## config.mk

```make
export PLATFORM = sky130hd
export DESIGN_NAME = pwm_packet_transmitter
export DESIGN_NICKNAME = d
export VERILOG_FILES = /design/src/rtl/pwm_pkg.sv /design/src/rtl/pwm_tx_timer.sv /design/src/rtl/pwm_packet_transmitter.sv
export SDC_FILE = /design/constraint.sdc
export NUM_CORES = 1
export LEC_CHECK = 0
export CAP_MARGIN = 15
export CORE_ASPECT_RATIO = 0.75
export CORE_MARGIN = 5
export CORE_UTILIZATION = 30
export DETAILED_ROUTE_END_ITERATION = 10
export DONT_BUFFER_PORTS = 1
export GPL_TIMING_DRIVEN = 1
export PLACE_DENSITY = 0.54
export SYNTH_ARGS = -nofsm -noshare
export SYNTH_HDL_FRONTEND = slang
export SYNTH_SLANG_ARGS = --single-unit
export TNS_END_PERCENT = 1
```

## constraint.sdc

```tcl
create_clock -name clk -period 2.5 [get_ports clk]
set_input_delay 0.375 -clock clk [delete_from_list [all_inputs] [get_ports clk]]
set_output_delay 0.375 -clock clk [all_outputs]
set_load 0.01 [all_outputs]
```

## src/rtl/pwm_pkg.sv

```systemverilog
// Shared definitions for the PWM packet link: transmitter state encoding and
// the receiver's acceptance windows, which the transmitter parameters must fit.
package pwm_pkg;

    typedef enum logic [2:0] {
        IDLE,
        SOP,
        SYM_HI,
        SYM_LO,
        EOP
    } tx_state_t;

    // Receiver acceptance windows (durations in clk cycles, ratios in percent)
    localparam int RX_SOP_MIN      = 80;
    localparam int RX_EOP_MIN      = 80;
    localparam int RX_LEN_MAX      = 255;
    localparam int RX_SYM_MIN      = 10;
    localparam int RX_SYM_MAX      = 40;
    localparam int RX_ZERO_PCT_MIN = 11;
    localparam int RX_ZERO_PCT_MAX = 40;
    localparam int RX_ONE_PCT_MIN  = 53;
    localparam int RX_ONE_PCT_MAX  = 75;

endpackage

```

## src/rtl/pwm_tx_timer.sv

```systemverilog
// 8-bit loadable down-counter; holds at zero and flags it.
module pwm_tx_timer (
    input  logic       clk,
    input  logic       rstz,
    input  logic       i_load,
    input  logic [7:0] i_value,
    output logic [7:0] o_count,
    output logic       o_zero
);

    logic [7:0] r_count;

    always_ff @(posedge clk) begin
        if (!rstz)
            r_count <= 8'd0;
        else if (i_load)
            r_count <= i_value;
        else if (r_count != 8'd0)
            r_count <= r_count - 8'd1;
    end

    assign o_count = r_count;
    assign o_zero  = (r_count == 8'd0);

endmodule

```

## src/rtl/pwm_packet_transmitter.sv

```systemverilog
// Sends one 4-bit nibble as a differential PWM packet: SOP (00), four symbols
// (10 then 01, duty encodes the bit, MSB first), EOP (11), then a done pulse.
module pwm_packet_transmitter
    import pwm_pkg::*;
#(
    parameter int SOP_LEN = 100,
    parameter int EOP_LEN = 100,
    parameter int SYM_LEN = 20,
    parameter int ONE_HI  = 13,
    parameter int ZERO_HI = 5
) (
    input  logic       clk,
    input  logic       rstz,
    input  logic       in_valid,
    input  logic [3:0] in_data,
    output logic       in_ready,
    output logic       TX_P,
    output logic       TX_N,
    output logic       busy,
    output logic       done
);

    localparam int ZERO_PCT = (ZERO_HI * 100) / SYM_LEN;
    localparam int ONE_PCT  = (ONE_HI * 100) / SYM_LEN;

    // Timings outside the receiver windows must never reach silicon
    if (!(ZERO_HI >= 1 && ZERO_HI < ONE_HI && ONE_HI < SYM_LEN &&
          SYM_LEN >= RX_SYM_MIN && SYM_LEN <= RX_SYM_MAX &&
          SOP_LEN >= RX_SOP_MIN && SOP_LEN <= RX_LEN_MAX &&
          EOP_LEN >= RX_EOP_MIN && EOP_LEN <= RX_LEN_MAX &&
          ZERO_PCT >= RX_ZERO_PCT_MIN && ZERO_PCT <= RX_ZERO_PCT_MAX &&
          ONE_PCT >= RX_ONE_PCT_MIN && ONE_PCT <= RX_ONE_PCT_MAX)) begin : g_bad_params
        $error("pwm_packet_transmitter: illegal PWM timing parameters");
    end

    function automatic logic [7:0] hi_len(input logic b);
        return b ? 8'(ONE_HI) : 8'(ZERO_HI);
    endfunction

    tx_state_t  r_state;
    logic [3:0] r_shift;
    logic [1:0] r_sym;
    logic       r_tx_p, r_tx_n, r_in_ready, r_busy, r_done;

    logic       w_load;
    logic [7:0] w_load_val;
    logic [7:0] w_count;
    logic       w_zero;
    logic [7:0] w_h_cur, w_h_next;

    assign w_h_cur  = hi_len(r_shift[3]);
    assign w_h_next = hi_len(r_shift[2]);

    // Timer is reloaded with (length-1) on every state entry
    always_comb begin
        w_load     = 1'b0;
        w_load_val = 8'd0;
        case (r_state)
            IDLE:   if (r_in_ready && in_valid) begin
                        w_load     = 1'b1;
                        w_load_val = 8'(SOP_LEN - 1);
                    end
            SOP:    if (w_zero) begin
                        w_load     = 1'b1;
                        w_load_val = w_h_cur - 8'd1;
                    end
            SYM_HI: if (w_zero) begin
                        w_load     = 1'b1;
                        w_load_val = 8'(SYM_LEN) - w_h_cur - 8'd1;
                    end
            SYM_LO: if (w_zero) begin
                        w_load     = 1'b1;
                        w_load_val = (r_sym == 2'd3) ? 8'(EOP_LEN - 1) : w_h_next - 8'd1;
                    end
            default: ;
        endcase
    end

    pwm_tx_timer u_timer (
        .clk     (clk),
        .rstz    (rstz),
        .i_load  (w_load),
        .i_value (w_load_val),
        .o_count (w_count),
        .o_zero  (w_zero)
    );

    always_ff @(posedge clk) begin
        if (!rstz) begin
            r_state    <= IDLE;
            r_shift    <= 4'd0;
            r_sym      <= 2'd0;
            r_tx_p     <= 1'b1;
            r_tx_n     <= 1'b1;
            r_in_ready <= 1'b1;
            r_busy     <= 1'b0;
            r_done     <= 1'b0;
        end else begin
            r_done <= 1'b0;
            case (r_state)
                IDLE: if (r_in_ready && in_valid) begin
                    r_shift    <= in_data;
                    r_sym      <= 2'd0;
                    r_state    <= SOP;
                    {r_tx_p, r_tx_n} <= 2'b00;
                    r_in_ready <= 1'b0;
                    r_busy     <= 1'b1;
                end
                SOP: if (w_zero) begin
                    r_state <= SYM_HI;
                    {r_tx_p, r_tx_n} <= 2'b10;
                end
                SYM_HI: if (w_zero) begin
                    r_state <= SYM_LO;
                    {r_tx_p, r_tx_n} <= 2'b01;
                end
                SYM_LO: if (w_zero) begin
                    r_shift <= {r_shift[2:0], 1'b0};
                    if (r_sym == 2'd3) begin
                        r_state <= EOP;
                        {r_tx_p, r_tx_n} <= 2'b11;
                    end else begin
                        r_sym   <= r_sym + 2'd1;
                        r_state <= SYM_HI;
                        {r_tx_p, r_tx_n} <= 2'b10;
                    end
                end
                EOP: if (w_zero) begin
                    r_state    <= IDLE;
                    r_in_ready <= 1'b1;
                    r_busy     <= 1'b0;
                    r_done     <= 1'b1;
                end
                default: begin
                    r_state    <= IDLE;
                    {r_tx_p, r_tx_n} <= 2'b11;
                    r_in_ready <= 1'b1;
                    r_busy     <= 1'b0;
                end
            endcase
        end
    end

    assign TX_P     = r_tx_p;
    assign TX_N     = r_tx_n;
    assign in_ready = r_in_ready;
    assign busy     = r_busy;
    assign done     = r_done;

endmodule

```

==> metrics, run 1 <==
layout cells sized above 1 11.11%; Routed WL 2796 um; Yosys reg bits 22; total negative slack 0 ns; DP HPWL 2041 um; Cell Rows 19; overall global routing resource usage 11.73%; final hold violations 0; worst reg2reg startpoint u_timer.o_count[0]$_SDFFE_PN0P_; clk_skew 0.003784 ns; # setup viols final 0; reg-to-reg endpoint r_sym[1]$_SDFFE_PN0P_; die height 64.17 um; Core Box Area 3709 sq um; Post-CTS Hold Buffers 0; CTS clk-pin slew, worst paths 0.08 ns; Max Fanout on Critical Path 10; R2R setup slack 0.27 ns; Synth Warn # 0; First-pass DRT Iterations 4; fin crit share 89.40%; post-synth cell types 42; GP Congestion 0.8004; post-synthesis sequential area ratio 37.53%; post-synthesis average cell area 8.094 sq um; detailed-route via count 1053; Initial Utilization 31.65%; synthesized area 1174 sq um; Final Util 34.51%; Hold Slack 0.1903 ns; fin cells 196; H-tree depth 1; cell area after placement 1225 sq um; die area 5276 sq um; maxcap violations 0; routed wl met2 1213 um; Worst setup EP type flip-flop; Max Used Layer met4; clk_lat worst skew 0.26 ns; Final min period 2.235 ns; worst setup path start u_timer.o_count[0]$_SDFFE_PN0P_; total nets after synthesis 155; die width 82.22 um; Port Buffer Count 0; RSZ-0062 raised after global routing no; Post-CTS Setup Inserts 0; Max clock buf depth 2; Worst setup endpoint r_sym[1]$_SDFFE_PN0P_; largest net degree at the start of global routing 24; design area 1280 sq um; fmax 447.4 MHz; Num Clock Sinks 22; Req. time, crit path 2.66 ns; reg2reg path depth 7; CTS tree built; gr ovfl total 0; first-pass GRT wire length 4933 um; Root Buffer clkbuf_8; io pins 12; CTS resizes 0; layout overhead on the synthesized area 9.062%; top_reg_cell synth dfxtp_1; Leakage 0.4575 nW; post-route ant nets 0; FFs w/ async S/R, synth 0%; wire length on met1 1436 um; ANT cells 0; max_slew headroom 48.42%; initial drt markers 78; vias in the first global route 1031; DR WL/cell 14.27 um; Synth Instances 145; slew at the pin with the worst max-slew slack 0.7726 ns; placed cell count 192; Post-synth EDFFs 0; maximum vdd ir drop 0.0002683 V; CTS Buf Count 3; Via density 5.372; met3 wire len 118 um; DRC Markers 0; critical path class flip-flop to flip-flop; critical path arrival 2.39 ns; power density cells 1121 nW/um^2; final slew viol count 0; outcome finished clean; nets@finish 155; startpoint types flip-flop; initial antenna violation count 0; HP Class input port to flip-flop
==> sequential cells by signal (all words and copies together) (netlist names) <==
| name | flops |
|---|---|
| TX_N | 1 |
| TX_P | 1 |
| busy | 1 |
| done | 1 |
| in_ready | 1 |
| r_shift | 4 |
| r_state | 3 |
| r_sym | 2 |
| u_timer.o_count | 8 |
==> stage by stage <==
stage / setup slack [ns] / power [mW]
after detailed placement: 0.3280 / 1.173
after global routing: 0.1425 / 1.554
after global placement: 0.3786 / 1.161
final: 0.2650 / 1.435
after floorplan: 0.4328 / 1.031
after CTS: 0.2859 / 1.438
==> cells by family (layout without fill, tap and decap cells) <==
family / Yosys count / after routing / synth area share (%)
buf+inv: 12 / 11 / 4.051
simple gates: 64 / 64 / 29.00
fa+ha+maj: 3 / 3 / 3.199
flops: 22 / 22 / 37.53
xor+xnor: 3 / 3 / 2.239
compound gates: 41 / 41 / 23.99
==> routing by layer <==
metal  vias to the layer above  global-route usage (%)
met5                         -                       0
met4                         0                   2.905
met3                         2                   3.652
met2                        19                   17.70
met1                       502                   16.09
li1                        530                       -
==> Yosys cell counts, types with 2 or more instances <==
library cell	count	share of area, %
a211oi_1	4	2.6
a21oi_1	9	3.8
a311oi_1	3	2.2
clkbuf_1	5	1.6
dfxtp_1	22	38
ha_1	3	3.2
inv_1	5	1.6
nand2_1	12	3.8
nand2b_1	4	2.1
nand3_1	3	1.3
nor2_1	17	5.4
nor3_1	10	4.3
nor3b_1	3	1.9
nor4_1	2	1.1
o21a_1	2	1.3
o21ai_0	11	4.7
o221a_2	2	1.9
o22ai_1	2	1.1
or4_4	2	1.9
xnor2_1	2	1.5
==> cells in the final DEF (no fill, tap or decap), types with 3 or more instances in the layout <==
cell type / instances
inv_1: 5
nand3_1: 3
a211oi_1: 4
nor3_1: 10
a311oi_1: 3
clkbuf_8: 4
nor2_1: 17
o21ai_0: 11
nor3b_1: 3
nand2_1: 12
ha_1: 3
dfxtp_1: 22
nand2b_1: 4
a21oi_1: 9
==> worst min path at each step <==
stage	slack (ns)	depth (start not counted)	start	to
3_3_place_gp	0.46	1	rstz	TX_N$_SDFFE_PN1P_
6_report	0.19	1	rstz	in_ready$_SDFFE_PN1P_
5_1_grt	0.19	1	rstz	TX_P$_SDFFE_PN1P_
4_1_cts	0.18	1	rstz	TX_N$_SDFFE_PN1P_
3_5_place_dp	0.46	1	rstz	in_ready$_SDFFE_PN1P_
2_1_floorplan	0.44	2	r_shift[0]$_SDFFE_PN0P_	r_shift[0]$_SDFFE_PN0P_
==> where the power goes <==
part | internal (mW) | total [mW] | switching, mW
combinational | 0.290 | 0.634 | 0.344
clock | 0.140 | 0.254 | 0.114
sequential | 0.437 | 0.547 | 0.110
total | 0.867 | 1.43 | 0.568
==> critical path, stage by stage (launching register included) <==
cell	delay, ns
dfxtp_1	0.37
inv_1	0.10
ha_1	0.18
or2b_2	0.33
or4_4	0.50
a21oi_4	0.29
nand2b_1	0.09
a32o_1	0.26
==> area by class of cell <==
type                            instances  area, sq um
Sequential cell                        22        440.4
Multi-Input combinational cell        111        685.7
Tap cell                               52        65.06
Clock buffer                            4        55.05
Inverter                                5        18.77
Timing Repair Buffer                    2        15.01
Fill cell                             407         2429
Note: power is estimated with default switching activity, not from simulation.
==> run 2: changes to the inputs <==
--- a/config.mk
+++ b/config.mk
@@ -13,6 +13,7 @@
 export DONT_BUFFER_PORTS = 1
 export GPL_TIMING_DRIVEN = 1
 export PLACE_DENSITY = 0.54
+export RECOVER_POWER = 25
 export SYNTH_ARGS = -nofsm -noshare
 export SYNTH_HDL_FRONTEND = slang
 export SYNTH_SLANG_ARGS = --single-unit
==> results of run 2 <==
Same layout as run 1: the final DEF is identical, and so are final timing and power.
==> run 3: changes to the inputs <==
--- a/config.mk
+++ b/config.mk
@@ -8,11 +8,11 @@
 export CAP_MARGIN = 15
 export CORE_ASPECT_RATIO = 0.75
 export CORE_MARGIN = 5
-export CORE_UTILIZATION = 30
+export CORE_UTILIZATION = 61
 export DETAILED_ROUTE_END_ITERATION = 10
 export DONT_BUFFER_PORTS = 1
 export GPL_TIMING_DRIVEN = 1
-export PLACE_DENSITY = 0.54
+export PLACE_DENSITY = 0.87
 export RECOVER_POWER = 25
 export SYNTH_ARGS = -nofsm -noshare
 export SYNTH_HDL_FRONTEND = slang
==> metrics, run 3 (synthesis gave the netlist of run 1 again) <==
outcome finished clean; max_slew headroom 49.59%; CTS resizes 0; first-pass GRT wire length 4333 um; detailed-route via count 1068; worst reg2reg startpoint u_timer.o_count[0]$_SDFFE_PN0P_; layout overhead on the synthesized area 3.625%; Final Util 68.60%; die width 60.65 um; final slew viol count 0; reg-to-reg endpoint r_sym[1]$_SDFFE_PN0P_; kind of cell adding the most delay to the critical path simple AND/OR/NAND/NOR gates; CTS Buf Count 3; overall global routing resource usage 20.49%; worst path cell trace inv_1, ha_1, or2b_2, or4_4, a21oi_4, nand2b_1, a32o_1; Routed WL 2632 um; Clock power frac 14.7%; die area 2910 sq um; slowest cell delay on critical path 0.50 ns; final hold violations 0; Final min period 2.215 ns; maxcap violations 0; reg2reg path depth 7; initial antenna violation count 0; sequential share of power 39.9%; R2R setup slack 0.29 ns; maximum vdd ir drop 0.0008311 V; HP Class input port to flip-flop; fmax 451.5 MHz; cell area after placement 1180 sq um; RSZ-0062 raised after global routing no; P_int 803.0 uW; critical path arrival 2.44 ns; Max Fanout on Critical Path 10; worst setup path start u_timer.o_count[0]$_SDFFE_PN0P_; design area 1216 sq um; ANT cells 0; Hold Path Depth 1; post-route ant nets 0; power density cells 1121 nW/um^2; clk_skew 0.0009470 ns; most frequent cells in the layout dfxtp_1 (22), nor2_1 (17), nand2_1 (12); Worst setup endpoint r_sym[1]$_SDFFE_PN0P_; Max clock buf depth 2; Req. time, crit path 2.72 ns; nets@finish 154; Core Box Area 1773 sq um; Worst path slowest cell or4_4; First-pass DRT Iterations 4; slew at the pin with the worst max-slew slack 0.7551 ns; worst path buffer plus inverter count 1; die height 47.99 um; Initial Utilization 66.20%; startpoint types flip-flop; Via density 6.473; Root Buffer clkbuf_4; initial drt markers 43; max reg flops 8; # setup viols final 0; Num Clock Sinks 22; CP Depth 7; clk_lat worst skew 0.32 ns; DR WL/cell 15.95 um; DRC Markers 0; CTS clk-pin slew, worst paths 0.12 ns; Leakage 0.4445 nW; fin crit share 88.59%; DP HPWL 1899 um; Port Buffer Count 0; largest net degree at the start of global routing 24; GP Congestion 0.8824; layout cells sized above 1 10.49%; total negative slack 0 ns; logic gate share of total power 45.3%; switching power of the nets 560.8 uW; H-tree depth 1; gr ovfl total 0; io pins 12; switching fraction of total power 41.12%; PnR Total Power 1.364 mW; Post-CTS Setup Inserts 0; Cell Rows 13; CTS tree built; critical path class flip-flop to flip-flop; vias in the first global route 954; Post-CTS Hold Buffers 0; most common cell after layout, fill and taps aside dfxtp_1; Worst setup EP type flip-flop
==> run 3: changes by cell type in the layout (fill, tap and decap cells not counted) <==
cell / previous run / this run
clkbuf_4: 0 / 3
clkbuf_8: 4 / 1
buf_4: 2 / 1
==> run 3: per-stage QoR <==
step	cells	hold WS, ns	setup WS [ns]
4_1_cts	165	0.1231	0.2997
3_5_place_dp	161	0.4613	0.3083
6_report	165	0.1266	0.2851
5_1_grt	165	0.1360	0.09172
2_1_floorplan	145	0.4362	0.4328
3_3_place_gp	161	0.4492	0.3792
==> run 3: power groups by stage <==
stage | sequential (mW) | combinational, mW | clock [mW]
final | 0.545 | 0.618 | 0.201
after global routing | 0.558 | 0.691 | 0.223
after CTS | 0.540 | 0.611 | 0.204
after detailed placement | 0.549 | 0.606 | 0
after global placement | 0.541 | 0.582 | 0
after floorplan | 0.512 | 0.520 | 0
==> run 3: area by class of cell <==
type,instances,area [sq um]
clock buffers,4,36.28
well taps,22,27.53
flip-flops and latches,22,440.4
fillers,144,556.8
inverters,5,18.77
multi-input cells,111,685.7
repair buffers,1,7.507
==> run 3: how the worst min path moves through the flow <==
| stage | end | start | slack (ns) |
|---|---|---|---|
| after floorplan | r_shift[0]$_SDFFE_PN0P_ | r_shift[0]$_SDFFE_PN0P_ | 0.44 |
| after global placement | r_shift[0]$_SDFFE_PN0P_ | r_shift[0]$_SDFFE_PN0P_ | 0.45 |
| after detailed placement | TX_N$_SDFFE_PN1P_ | rstz | 0.46 |
| after CTS | TX_N$_SDFFE_PN1P_ | rstz | 0.12 |
| after global routing | TX_N$_SDFFE_PN1P_ | rstz | 0.14 |
| final | TX_N$_SDFFE_PN1P_ | rstz | 0.13 |
==> run 3: per-layer routing <==
metal,share of wire (%),wire (um),GRT usage (%)
met5,0,0,0
met2,43,1124,31.13
met1,48,1253,27.68
met4,1.3,34,6.061
met3,8.3,219,7.008
